<file path="src/rtl/hamming_secded_decoder.sv">
// hamming_secded_decoder
// Two-stage extended-Hamming (SECDED) decoder with valid/ready handshakes on both sides.
// Stage 1 captures the received word with its syndrome and overall parity; stage 2 classifies,
// optionally corrects, and presents the result. Saturating counters track corrected and
// uncorrectable words for link-health monitoring.
module hamming_secded_decoder #(
   parameter int unsigned DATA_W = 4,
   parameter int unsigned CNT_W  = 16,
   // Smallest p with 2**p >= DATA_W+p+1, tabulated over the legal DATA_W range 2..57
   localparam int unsigned P    = (DATA_W <= 4)  ? 3 :
                                  (DATA_W <= 11) ? 4 :
                                  (DATA_W <= 26) ? 5 : 6,
   localparam int unsigned N    = DATA_W + P,
   localparam int unsigned CW_W = N + 1
) (
   input  logic              clk_dec,
   input  logic              rst_dec,
   input  logic              in_valid,
   output logic              in_ready,
   input  logic [CW_W-1:0]   in_cw,
   input  logic              corr_en,
   output logic              out_valid,
   input  logic              out_ready,
   output logic [DATA_W-1:0] out_data,
   output logic [CW_W-1:0]   out_cw,
   output logic [1:0]        out_status,
   output logic [P-1:0]      out_syndrome,
   input  logic              cnt_clr,
   output logic [CNT_W-1:0]  cnt_single,
   output logic [CNT_W-1:0]  cnt_double
);

   localparam logic [1:0]       StClean  = 2'b00;
   localparam logic [1:0]       StSingle = 2'b01;
   localparam logic [1:0]       StDouble = 2'b10;
   localparam logic [CNT_W-1:0] CntMax   = '1;

   // Hamming position of payload bit idx: the idx-th position that is not a power of two
   function automatic int unsigned data_pos(int unsigned idx);
      int unsigned seen;
      data_pos = 0;
      seen     = 0;
      for (int unsigned pos = 1; pos < 128; pos++) begin
         if ((pos & (pos - 1)) != 0) begin
            if (seen == idx && data_pos == 0) data_pos = pos;
            seen++;
         end
      end
   endfunction

   logic              advance;
   logic              out_fire;

   logic              s1_valid_q;
   logic [CW_W-1:0]   s1_cw_q;
   logic              s1_corr_q;
   logic [P-1:0]      s1_syn_q;
   logic              s1_ovr_q;

   logic [P-1:0]      syn_in;
   logic [CW_W-1:0]   flip_mask;
   logic [CW_W-1:0]   fixed_cw;
   logic [DATA_W-1:0] fixed_data;
   logic [1:0]        status;

   logic              out_valid_q;
   logic [DATA_W-1:0] out_data_q;
   logic [CW_W-1:0]   out_cw_q;
   logic [1:0]        out_status_q;
   logic [P-1:0]      out_syndrome_q;
   logic [CNT_W-1:0]  cnt_single_q, cnt_single_d;
   logic [CNT_W-1:0]  cnt_double_q, cnt_double_d;

   // The whole pipeline moves together whenever the output slot is free or being drained
   assign advance  = !out_valid_q | out_ready;
   assign in_ready = advance;
   assign out_fire = out_valid_q & out_ready;

   // Syndrome: XOR of the indices of all set Hamming positions
   always_comb begin
      syn_in = '0;
      for (int unsigned i = 1; i < CW_W; i++) begin
         if (in_cw[i]) syn_in = syn_in ^ P'(i);
      end
   end

   // Stage 1: capture the word, its correction mode, syndrome and overall parity
   always_ff @(posedge clk_dec or negedge rst_dec) begin
      if (!rst_dec) begin
         s1_valid_q <= 1'b0;
         s1_cw_q    <= '0;
         s1_corr_q  <= 1'b0;
         s1_syn_q   <= '0;
         s1_ovr_q   <= 1'b0;
      end else if (advance) begin
         s1_valid_q <= in_valid;
         if (in_valid) begin
            s1_cw_q   <= in_cw;
            s1_corr_q <= corr_en;
            s1_syn_q  <= syn_in;
            s1_ovr_q  <= ^in_cw;
         end
      end
   end

   // Classify the stage-1 word, build the flip mask and extract the payload
   always_comb begin
      flip_mask  = '0;
      status     = StClean;
      fixed_data = '0;
      if (s1_syn_q == '0) begin
         // Only the overall parity bit is wrong; the payload is intact
         if (s1_ovr_q) begin
            status       = StSingle;
            flip_mask[0] = 1'b1;
         end
      end else if (s1_ovr_q && (32'(s1_syn_q) <= N)) begin
         status = StSingle;
         for (int unsigned i = 1; i < CW_W; i++) begin
            if (s1_syn_q == P'(i)) flip_mask[i] = 1'b1;
         end
      end else begin
         // Even overall parity with a non-zero syndrome, or a syndrome beyond the last position
         status = StDouble;
      end
      fixed_cw = s1_corr_q ? (s1_cw_q ^ flip_mask) : s1_cw_q;
      for (int unsigned k = 0; k < DATA_W; k++) begin
         fixed_data[k] = fixed_cw[data_pos(k)];
      end
   end

   // Stage 2: register the decoded result; held while the consumer stalls
   always_ff @(posedge clk_dec or negedge rst_dec) begin
      if (!rst_dec) begin
         out_valid_q    <= 1'b0;
         out_data_q     <= '0;
         out_cw_q       <= '0;
         out_status_q   <= StClean;
         out_syndrome_q <= '0;
      end else if (advance) begin
         out_valid_q <= s1_valid_q;
         if (s1_valid_q) begin
            out_data_q     <= fixed_data;
            out_cw_q       <= fixed_cw;
            out_status_q   <= status;
            out_syndrome_q <= s1_syn_q;
         end
      end
   end

   // Counter next state: clear wins over an increment in the same cycle
   always_comb begin
      cnt_single_d = cnt_single_q;
      cnt_double_d = cnt_double_q;
      if (cnt_clr) begin
         cnt_single_d = '0;
         cnt_double_d = '0;
      end else if (out_fire) begin
         if (out_status_q == StSingle && cnt_single_q != CntMax) begin
            cnt_single_d = cnt_single_q + 1'b1;
         end
         if (out_status_q == StDouble && cnt_double_q != CntMax) begin
            cnt_double_d = cnt_double_q + 1'b1;
         end
      end
   end

   // Error counter state
   always_ff @(posedge clk_dec or negedge rst_dec) begin
      if (!rst_dec) begin
         cnt_single_q <= '0;
         cnt_double_q <= '0;
      end else begin
         cnt_single_q <= cnt_single_d;
         cnt_double_q <= cnt_double_d;
      end
   end

   assign out_valid    = out_valid_q;
   assign out_data     = out_data_q;
   assign out_cw       = out_cw_q;
   assign out_status   = out_status_q;
   assign out_syndrome = out_syndrome_q;
   assign cnt_single   = cnt_single_q;
   assign cnt_double   = cnt_double_q;

endmodule

</file>
<file path="config.mk">
export PLATFORM = sky130hd
export DESIGN_NAME = hamming_secded_decoder
export DESIGN_NICKNAME = d
export VERILOG_FILES = /design/src/rtl/hamming_secded_decoder.sv
export SDC_FILE = /design/constraint.sdc
export NUM_CORES = 1
export LEC_CHECK = 0
export ABC_AREA = 1
export CAP_MARGIN = 20
export CELL_PAD_IN_SITES_DETAIL_PLACEMENT = 0
export CELL_PAD_IN_SITES_GLOBAL_PLACEMENT = 1
export CORE_ASPECT_RATIO = 0.75
export CORE_MARGIN = 8
export CORE_UTILIZATION = 38
export DETAILED_ROUTE_END_ITERATION = 6
export PLACE_DENSITY_LB_ADDON = 0.1
export SLEW_MARGIN = 20
export SYNTH_ARGS = -nofsm -noshare
export SYNTH_HDL_FRONTEND = slang
export SYNTH_SLANG_ARGS = --single-unit
</file>
<file path="constraint.sdc">
create_clock -name clk_dec -period 2.1 [get_ports clk_dec]
set_input_delay 0.21 -clock clk_dec [delete_from_list [all_inputs] [get_ports clk_dec]]
set_output_delay 0.21 -clock clk_dec [all_outputs]
set_load 0.02 [all_outputs]
</file>
==> results.md <==
* Post-route minimum period at 1850 ps
* Top Ports at 65
* Yosys reg bits at 60
* Lkg Pwr at around 2 nW
* Final setup vio count at 0
* First-pass GRT wire length at roughly 17 mm
* Fmax at around 0.54 GHz
* Element type at the critical path start: flip-flop
* Worst path cell trace: ha_1, nand2_1, nor2_2, nand2_2, nor2_4, nand2_2, nand2_4, nand2_2, nand2_1, o21ai_1
* Root Buffer: clkbuf_16
* M3 GR Usage at 0.0577
* Starting DRT DRC Count at about 200
* Multiplexer share of the synthesized area at 0
* Worst Hold Class: in -> async
* Die area at around 12,000 sq um
* DR WL/cell at approximately 14 um
* Family with the most delay on the worst path: simple AND/OR/NAND/NOR gates
* Via density at approximately 4.8
* Bufs on Longest Clock Path at 2
* Simple-Gate Fraction of Synth Area at 0.375
* Most frequent cell after synthesis: nand2_1
* Initial Utilization at 0.387
* H-tree Lvls at 3
* Cell mode on critical path: nand2_2
* Clk_lat worst skew at roughly 330 ps
* Post-synthesis xor/xnor area fraction at 0.0682
* DP Wirelength at 6.86 mm
* CP bufs+invs at 0
* Worst path max stage delay at between 400 and 500 ps
* Synthesized Nets at 491
* Diodes inserted at 0
* Worst VDD drop at approximately 320 uV
* Chip width at approximately 130 um
* GRT busiest layer: met2
* Max-slew violations at 0
* Compound-Gate Fraction of Synth Area at 0.0469
* GP Congestion at 0.832
* Fill cells at 873
* Ratio of cells with drive above 1 in the final layout at 0.0806
* Initial antenna violation count at 0
* DR vias at 3,189
* RSZ-0062 raised after global routing: no
* Post-route ant nets at 0
* Final hold slack at ~420 ps
* Tot GR Track Use at 0.166
* Tightest Pin Transition at 563 ps
* Commonest register cell after synthesis: dfrtp_1
* Area Overhead vs Synth at 30.1%
* Relative slew margins at 0.624
* Adder-cell area share of the yosys netlist at 0.00721
* Power density over the cells at ~820 nW/um^2
* Grt ovf at 0
* Core Rows at 30
* CTS tree: built
* Met2 Track Usage GR at 0.244
* Post-cts resize count at 0
* Most area-hungry cell type in the Yosys netlist: dfrtp_1
* Die height at between 90 and 100 um
* Port Buffers at 64
* Period utilisation layout at 0.880
* Critical Path RT at ~2300 ps
* Grt met1 use at 0.228
* Main combinational cell family by area after synthesis: simple AND/OR/NAND/NOR gates
* Synth cell count leaders: nand2_1 (149), dfrtp_1 (60), nor2_1 (58), nand3_1 (52), inv_1 (34)
* Sink Count at 60
* Ys Warns at 0
* Reg clk slew, reported paths at about 50 ps
* Synth top area share at 0.433
* WL final at about 9.5 mm
* EDFF count, synth at 0
* Synth Instances at 475
* Remaining DRCs at 0
* Synth cell types at 30
* Final hold vios at 0
* CP max-delay cell: dfrtp_1
* Pin count of the biggest net entering global routing at around 60
* Max Cap Violations at 0
* Asr flop ratio synth at 1.00
* Register area share after synthesis at 0.433
* Largest cells by area after synthesis: dfrtp_1 (43%), nand2_1 (16%), nand3_1 (7.5%)
* Setup total negative slack at 0 ps
* Vias in the first global route at 3,218
* Pre-Repair DR Iteration Count at 4
* Final #Nets at around 560
* CP max FO at 16
* Cell Area, Synth at about 3500 sq um
* Avg Inst Size Synth at around 7.3 sq um
* Total CTS buffers at 9
* Status: complete, no violations
* CP Data Arrival Time at around 2100 ps
* Max Clock Skew at just under 8 ps
* Core Area at ~9000 sq um
* Setup CP Type: reg -> reg
* Crit end category: flip-flop
[final timing paths]
| check | start | to | slack, ps | cells after the start |
|---|---|---|---|---|
| max | cnt_double[0] | cnt_double[3] | 250 | 10 |
| min | rst_dec | out_cw[5] | 420 | 3 |
| max reg2reg | cnt_double[0] | cnt_double[3] | 250 | 10 |
| min reg2reg | s1_valid_q | out_valid | 470 | 2 |
| max in group asynchronous | rst_dec | cnt_double[2] | 1390 | 3 |
| min in group clk_dec | corr_en | s1_corr_q | 460 | 3 |
[layout by cell type (no fill, tap or decap), types with 8 or more instances in the layout]
master           Yosys  routed
xnor2_1             12      12
clkdlybuf4s50_1      0      63
nor3_1              11      11
dfrtp_1             60      60
o21ai_0             21      21
nand3_1             52      52
nor2_1              58      58
xor2_1              15      15
clkbuf_16            0       9
nand2_1            149     149
nand4_1              8       8
inv_1               34      34
[flip-flops by register name, summed over array words and instances, names as in the netlist, 2 cells and up]
signal,count
out_syndrome,3
out_status,2
s1_cw_q,8
cnt_single,16
s1_syn_q,3
out_cw,8
cnt_double,16
[logic make-up (layout without fill, tap and decap cells)]
| family | count (synthesis) | in the layout |
|---|---|---|
| AND/OR/NAND/NOR | 300 | 300 |
| AO/OA/AOI/OAI | 31 | 31 |
| XOR/XNOR | 27 | 27 |
| flip-flops | 60 | 60 |
| buffers and inverters | 55 | 126 |
| adder cells (fa/ha/maj) | 2 | 2 |
[power breakdown]
part           switching, W  total, W  internal, W  leakage, nW
registers          0.000130   0.00143      0.00130        0.792
clock network      0.000501   0.00142     0.000919        0.145
logic              0.000501  0.000866     0.000365         1.08
total               0.00113   0.00372      0.00259         2.01
[final cells by class]
type	count	area (sq um)	area share
Multi-Input combinational cell	360	1730	0.382
Sequential cell	60	1500	0.333
Timing Repair Buffer	72	711	0.157
Clock buffer	14	284	0.0629
Inverter	39	146	0.0324
Tap cell	112	140	0.0310
Clock inverter	1	5.00	0.00111
[per-layer routing]
layer	part of all wire	routed length, um	vias up
met5	0	0	-
met4	0.0033	31	0
met3	0.057	546	2
met2	0.42	4020	61
met1	0.52	4920	1483
li1	-	-	1643
[tightest hold or removal path, delay by kind of cell]
| kind | cells | cell delay, ps |
|---|---|---|
| buffers and inverters | 3 | 930 |
[through the flow]
stage	power, W	setup slack (ps)	utilization	cell area, sq um	std cells
after floorplan	0.00193	453	-	3470	475
after global placement	0.00232	241	0.470	4220	642
after detailed placement	0.00232	258	0.470	4220	642
after CTS	0.00378	237	0.503	4510	658
after global routing	0.00393	40.9	0.503	4510	658
final	0.00372	252	0.503	4510	658
[what timing repair did]
item | 4_1_cts | 5_1_grt
hold buffers | 1 | 0
hold endpoints to repair | 60 | 0
setup buffers | 0 | 0
Note: power is estimated with default switching activity, not from simulation.
